[src/rtl/exec_mem_unit_if.sv]
// Bundles the instruction/operand inputs and decode/ALU/memory outputs of exec_mem_unit.
// The master drives opcode and operands. The slave (the execute/memory stage) returns the results.
interface exec_mem_unit_if #(
  parameter int DATA_WIDTH = 8
);
  logic [3:0]            opcode;
  logic [1:0]            format;
  logic                  imm_flag;
  logic [DATA_WIDTH-1:0] reg1_data;
  logic [DATA_WIDTH-1:0] reg2_data;
  logic [3:0]            alu_inst;
  logic [DATA_WIDTH-1:0] alu_result;
  logic                  branch_taken;
  logic                  write_reg;
  logic                  write_mem;
  logic                  read_mem;
  logic [DATA_WIDTH-1:0] mem_q;

  modport master (
    output opcode, format, imm_flag, reg1_data, reg2_data,
    input  alu_inst, alu_result, branch_taken, write_reg, write_mem, read_mem, mem_q
  );

  modport slave (
    input  opcode, format, imm_flag, reg1_data, reg2_data,
    output alu_inst, alu_result, branch_taken, write_reg, write_mem, read_mem, mem_q
  );
endinterface

[src/rtl/exec_mem_unit.sv]
// Execute/memory stage of the 8-bit single-cycle CPU.
// It holds the control decode, the combinational ALU with branch compare, and the synchronous data memory.
module exec_mem_unit #(
  parameter int ADDR_WIDTH = 8,
  parameter int DATA_WIDTH = 8
) (
  input logic            clk,
  input logic            rst_n,
  exec_mem_unit_if.slave bus
);

  localparam int Depth = 1 << ADDR_WIDTH;

  typedef enum logic [3:0] {
    OpAdd = 4'h0,
    OpSub = 4'h1,
    OpAnd = 4'h2,
    OpOr  = 4'h3,
    OpXor = 4'h4,
    OpNot = 4'h5,
    OpSll = 4'h6,
    OpSrl = 4'h7,
    OpMov = 4'h8,
    OpLi  = 4'h9,
    OpLw  = 4'hA,
    OpSw  = 4'hB,
    OpBeq = 4'hC,
    OpBne = 4'hD,
    OpSlt = 4'hE,
    OpNop = 4'hF
  } opcode_e;

  typedef enum logic [1:0] {
    FmtR = 2'b00,
    FmtI = 2'b01,
    FmtM = 2'b10,
    FmtB = 2'b11
  } format_e;

  opcode_e               op;
  format_e               reqFormat;
  logic                  legal;
  opcode_e               aluInst;
  logic                  writeReg;
  logic                  writeMem;
  logic                  readMem;
  logic [DATA_WIDTH-1:0] aluResult;
  logic                  branchTaken;
  logic [ADDR_WIDTH-1:0] memAddr;
  logic [DATA_WIDTH-1:0] memArray [Depth];
  logic [DATA_WIDTH-1:0] memData_d;
  logic [DATA_WIDTH-1:0] memData_q;

  assign op      = opcode_e'(bus.opcode);
  assign memAddr = bus.reg1_data[ADDR_WIDTH-1:0];

  // Any opcode whose format or immediate flag does not match its encoding becomes a NOP.
  always_comb begin
    reqFormat = FmtR;
    case (op)
      OpLi:         reqFormat = FmtI;
      OpLw, OpSw:   reqFormat = FmtM;
      OpBeq, OpBne: reqFormat = FmtB;
      default:      reqFormat = FmtR;
    endcase
    legal = (op != OpNop) &&
            (format_e'(bus.format) == reqFormat) &&
            (bus.imm_flag == (op == OpLi));
  end

  always_comb begin
    aluInst  = OpNop;
    writeReg = 1'b0;
    writeMem = 1'b0;
    readMem  = 1'b0;
    if (legal) begin
      case (op)
        OpAdd, OpSub, OpAnd, OpOr, OpXor, OpNot, OpSll, OpSrl, OpSlt: begin
          aluInst  = op;
          writeReg = 1'b1;
        end
        OpMov, OpLi: begin
          writeReg = 1'b1;
        end
        OpLw: begin
          writeReg = 1'b1;
          readMem  = 1'b1;
        end
        OpSw: begin
          writeMem = 1'b1;
        end
        OpBeq, OpBne: begin
          aluInst = op;
        end
        default: begin
          aluInst = OpNop;
        end
      endcase
    end
  end

  // Shifts use only the low three bits of reg2, so amounts stay within one byte lane.
  always_comb begin
    aluResult   = '0;
    branchTaken = 1'b0;
    case (aluInst)
      OpAdd: aluResult = bus.reg1_data + bus.reg2_data;
      OpSub: aluResult = bus.reg1_data - bus.reg2_data;
      OpAnd: aluResult = bus.reg1_data & bus.reg2_data;
      OpOr:  aluResult = bus.reg1_data | bus.reg2_data;
      OpXor: aluResult = bus.reg1_data ^ bus.reg2_data;
      OpNot: aluResult = ~bus.reg1_data;
      OpSll: aluResult = bus.reg1_data << bus.reg2_data[2:0];
      OpSrl: aluResult = bus.reg1_data >> bus.reg2_data[2:0];
      OpSlt: aluResult = {{(DATA_WIDTH-1){1'b0}}, (bus.reg1_data < bus.reg2_data)};
      OpBeq: branchTaken = (bus.reg1_data == bus.reg2_data);
      OpBne: branchTaken = (bus.reg1_data != bus.reg2_data);
      default: begin
        aluResult   = '0;
        branchTaken = 1'b0;
      end
    endcase
  end

  // The storage array has no reset. Reset only blocks writes, so the contents survive a reset pulse.
  always_ff @(posedge clk) begin
    if (rst_n && writeMem) begin
      memArray[memAddr] <= bus.reg2_data;
    end
  end

  always_comb begin
    memData_d = memData_q;
    if (readMem) begin
      memData_d = memArray[memAddr];
    end
  end

  always_ff @(posedge clk or negedge rst_n) begin
    if (!rst_n) begin
      memData_q <= '0;
    end else begin
      memData_q <= memData_d;
    end
  end

  assign bus.alu_inst     = aluInst;
  assign bus.alu_result   = aluResult;
  assign bus.branch_taken = branchTaken;
  assign bus.write_reg    = writeReg;
  assign bus.write_mem    = writeMem;
  assign bus.read_mem     = readMem;
  assign bus.mem_q        = memData_q;

endmodule

[src/flat_wrapper.sv]
// flat-port wrapper written by rule: the top's interface ports become plain ports
module exec_mem_unit_flat 
#(
  parameter int ADDR_WIDTH = 8,
  parameter int DATA_WIDTH = 8
)
  (clk, rst_n, bus_opcode, bus_format, bus_imm_flag, bus_reg1_data, bus_reg2_data, bus_alu_inst, bus_alu_result, bus_branch_taken, bus_write_reg, bus_write_mem, bus_read_mem, bus_mem_q);
  exec_mem_unit_if #(.DATA_WIDTH(DATA_WIDTH)) bus_i ();
  input logic clk;
  input logic rst_n;
  input wire logic [$bits(bus_i.opcode)-1:0] bus_opcode;
  input wire logic [$bits(bus_i.format)-1:0] bus_format;
  input wire logic [$bits(bus_i.imm_flag)-1:0] bus_imm_flag;
  input wire logic [$bits(bus_i.reg1_data)-1:0] bus_reg1_data;
  input wire logic [$bits(bus_i.reg2_data)-1:0] bus_reg2_data;
  output wire logic [$bits(bus_i.alu_inst)-1:0] bus_alu_inst;
  output wire logic [$bits(bus_i.alu_result)-1:0] bus_alu_result;
  output wire logic [$bits(bus_i.branch_taken)-1:0] bus_branch_taken;
  output wire logic [$bits(bus_i.write_reg)-1:0] bus_write_reg;
  output wire logic [$bits(bus_i.write_mem)-1:0] bus_write_mem;
  output wire logic [$bits(bus_i.read_mem)-1:0] bus_read_mem;
  output wire logic [$bits(bus_i.mem_q)-1:0] bus_mem_q;
  assign bus_i.opcode = bus_opcode;
  assign bus_i.format = bus_format;
  assign bus_i.imm_flag = bus_imm_flag;
  assign bus_i.reg1_data = bus_reg1_data;
  assign bus_i.reg2_data = bus_reg2_data;
  assign bus_alu_inst = bus_i.alu_inst;
  assign bus_alu_result = bus_i.alu_result;
  assign bus_branch_taken = bus_i.branch_taken;
  assign bus_write_reg = bus_i.write_reg;
  assign bus_write_mem = bus_i.write_mem;
  assign bus_read_mem = bus_i.read_mem;
  assign bus_mem_q = bus_i.mem_q;
  exec_mem_unit #(.ADDR_WIDTH(ADDR_WIDTH), .DATA_WIDTH(DATA_WIDTH)) u_core (.clk(clk), .rst_n(rst_n), .bus(bus_i));
endmodule
[config.mk]
export PLATFORM = sky130hd
export DESIGN_NAME = exec_mem_unit_flat
export DESIGN_NICKNAME = d
export VERILOG_FILES = /design/src/rtl/exec_mem_unit_if.sv /design/src/rtl/exec_mem_unit.sv /design/src/flat_wrapper.sv
export SDC_FILE = /design/constraint.sdc
export NUM_CORES = 2
export LEC_CHECK = 0
export ABC_AREA = 1
export ABC_CLOCK_PERIOD_IN_PS = 13900
export CORE_UTILIZATION = 30
export DETAILED_ROUTE_END_ITERATION = 10
export SLEW_MARGIN = 20
export SYNTH_ARGS = -nofsm -noshare
export SYNTH_HDL_FRONTEND = slang
export SYNTH_SLANG_ARGS = --single-unit
[constraint.sdc]
create_clock -name clk -period 13.9 [get_ports clk]
set_clock_uncertainty 0.15 [all_clocks]
set_input_delay 4.17 -clock clk [delete_from_list [all_inputs] [get_ports clk]]
set_output_delay 4.17 -clock clk [all_outputs]
set_load 0.005 [all_outputs]
==> results_dict.tcl <==
set metrics [dict create \
    dpl.hpwl_um 137000 \
    slew_headroom 0.186 \
    first_iter_violations 6222 \
    die_height_um 528 \
    vias_per_cell 4.96 \
    cp-endpoint "bus_alu_result[7]" \
    setup_violations 0 \
    grt-ovfl-total 0 \
    startpoint "bus_opcode[0]" \
    drive_gt1_frac 0.0569 \
    synth_seq_cells 2056 \
    crit_type "input port to output port" \
    synth_area_um2 83000 \
    gp_congestion 0.833 \
    core_area_um2 274000 \
    cts_made_buffers 205 \
    yosys_warnings 0 \
    nets 7262 \
    r2r_cells 10 \
    end_kind "output port" \
    path_max_fanout 12 \
    status "complete, no violations" \
    cts_root_buffer "clkbuf_16" \
    setup_tns_ns 0 \
    ys_seq_area_frac 0.743 \
    port_buffers 48 \
    drt.antenna.violating_nets 0 \
    cts_hold_buf 0 \
    cts_max_level 4 \
    r2r_slack_ns 11.15 \
    postPlaceCellArea_um2 87700 \
    dieArea_um2 279000 \
    ir_drop_mv 0.142 \
    syn_nets 7289 \
    seq_area_um2 61700 \
    insertion_delay_ns 0.86 \
    grt_max_degree 198 \
    multi_input_area_um2 19700 \
    grt_pass1_vias 52100 \
    cts_tree "built" \
    grt_pass1_wl_um 356000 \
    holdCritPathClass "flop to flop" \
    fillers 26900 \
    drt_wl_total_um 245000 \
    total_leakage_power_nw 33.2 \
    layout_common_cells "3396 x nand2_1, 2048 x edfxtp_1, 491 x nor2_1" \
    worst_slew_pin_slew_ns 1.22 \
    firstDrtPassIters 10 \
    drv_slew 0 \
    clkTransAtPathRegs_ns 0.06 \
    wire_per_inst_um 22.1 \
    synthToLayoutAreaGrowth_pct 13.6 \
    r2r-start "u_core.memArray[84][2]" \
    postSynthAreaPerCell_um2 11.5 \
    layout_commonest_cell "nand2_1" \
    power_density_nw_per_um2 139 \
    start_util 0.303 \
    via_count 54900 \
    antenna_found_initial 8 \
    syn_inst 7237 \
    clkSinkCount 2056 \
    worstReg2RegEnd "u_core.bus.mem_q[2]" \
    drc 0 \
    fin_crit_ns 12.22 \
    cts_buffer_depth 3 \
    io-pin-count 49 \
    fp.dieW_um 528 \
    cts_resized 0 \
    cts_setup_buffers 0 \
    grt_usage 0.172 \
    cp-start-kind "input port" \
    fin_crit_sh 0.879 \
    cp_data_required_time_ns 9.58 \
    ys_types 35 \
    hold_viol 0 \
    critPathArrivalTime_ns 7.90 \
    max_clock_freq_ghz 0.0818 \
    rows 192 \
    final_area_um2 94400 \
    rsz0062_at_grt "false" \
    cap_violations 0 \
]
-- worst min path at each step --
stage                              startpoint                  end  slack [ns]  cells past startpoint
after detailed placement  u_core.bus.mem_q[2]  u_core.bus.mem_q[2]        0.55                      3
after global routing      u_core.bus.mem_q[0]  u_core.bus.mem_q[0]        0.59                      3
after CTS                 u_core.bus.mem_q[1]  u_core.bus.mem_q[1]        0.56                      3
after global placement    u_core.bus.mem_q[2]  u_core.bus.mem_q[2]        0.53                      3
after floorplan           u_core.bus.mem_q[0]  u_core.bus.mem_q[0]        0.43                      3
final                     u_core.bus.mem_q[2]  u_core.bus.mem_q[2]        0.55                      3
-- flip-flops by register name, indices dropped and copies added, names as in the netlist --
signal            count
u_core.bus.mem_q      8
u_core.memArray    2048
-- synthesized netlist by cell type --
| library cell | instances | area [µm²] |
|---|---|---|
| a21oi_1 | 98 | 490 |
| a22oi_1 | 59 | 443 |
| a31oi_1 | 2 | 12.5 |
| buf_1 | 40 | 150 |
| buf_2 | 24 | 120 |
| buf_4 | 2 | 15.0 |
| clkbuf_1 | 303 | 1140 |
| clkinv_1 | 3 | 11.3 |
| dfrtp_1 | 8 | 200 |
| edfxtp_1 | 2048 | 61500 |
| fa_1 | 2 | 40.0 |
| ha_1 | 25 | 313 |
| inv_1 | 62 | 233 |
| inv_2 | 9 | 33.8 |
| nand2_1 | 3409 | 12800 |
| nand2_2 | 2 | 12.5 |
| nand3_1 | 146 | 731 |
| nand3b_1 | 8 | 60.1 |
| nand4_1 | 260 | 1630 |
| nor2_1 | 499 | 1870 |
| nor2_2 | 1 | 6.26 |
| nor2_4 | 1 | 11.3 |
| nor3_1 | 2 | 10.0 |
| nor3_2 | 1 | 10.0 |
| nor4_1 | 1 | 6.26 |
| o211ai_1 | 2 | 15.0 |
| o21ai_0 | 185 | 926 |
| o21ai_1 | 6 | 30.0 |
| o21bai_1 | 2 | 15.0 |
| o22ai_1 | 2 | 12.5 |
| o311ai_0 | 2 | 17.5 |
| or2_2 | 9 | 56.3 |
| xnor2_1 | 2 | 17.5 |
| xnor2_2 | 1 | 16.3 |
| xor2_1 | 11 | 96.3 |
-- worst max-delay path, stage by stage --
cell and delay [ns]:
clkdlybuf4s50_1 0.67, clkinv_1 0.19, nor2_1 0.16, nand2_1 0.09, nand2_1 0.06, nand3b_1 0.12
nor2_4 0.21, nand3_1 0.12, nor2_1 0.77, nand2_1 0.32, o21ai_0 0.23, nor2_1 0.08
nand3_1 0.16, clkdlybuf4s50_1 0.54
-- cell families after synthesis --
group                      share of synthesized area
and+or+nand+nor                                0.207
DFF                                            0.743
buffers and inverters                         0.0205
AOI/OAI and AO/OA                             0.0236
adders and majority gates                    0.00425
xor gates and xnor gates                     0.00157
-- power breakdown --
part / switching [mW] / total [mW] / internal, mW
combinational: 0.572 / 0.744 / 0.172
sequential: 0.0126 / 6.84 / 6.82
clock: 2.41 / 5.49 / 3.08
-- metrics by stage --
stage | hold WS (ns) | setup WS, ns | instances | utilization | power (mW)
2_1_floorplan | 0.427 | 3.54 | 7237 | - | 7.31
3_3_place_gp | 0.530 | 1.65 | 10700 | 0.320 | 7.70
3_5_place_dp | 0.547 | 1.75 | 10700 | 0.320 | 7.71
4_1_cts | 0.563 | 1.74 | 11100 | 0.344 | 13.1
5_1_grt | 0.585 | 1.43 | 11100 | 0.344 | 13.4
6_report | 0.550 | 1.68 | 11100 | 0.344 | 13.1
-- area by class of cell --
class,instances,area share
antenna,2,0.0000530
inverter,74,0.00321
clock buffer,248,0.0561
tap,3686,0.0489
clock inverter,126,0.0141
timing repair buffer,135,0.0147
sequential,2056,0.654
multi-input combinational,4738,0.209
-- per-layer routing --
layer | track usage | share of wire | vias to the layer above
met5 | 0 | 0.000053 | -
met4 | 0.0606 | 0.035 | 2
met3 | 0.0296 | 0.087 | 439
met2 | 0.270 | 0.46 | 2541
met1 | 0.237 | 0.42 | 27200
li1 | - | - | 24700
No activity file was read; power rests on OpenSTA's default activity.
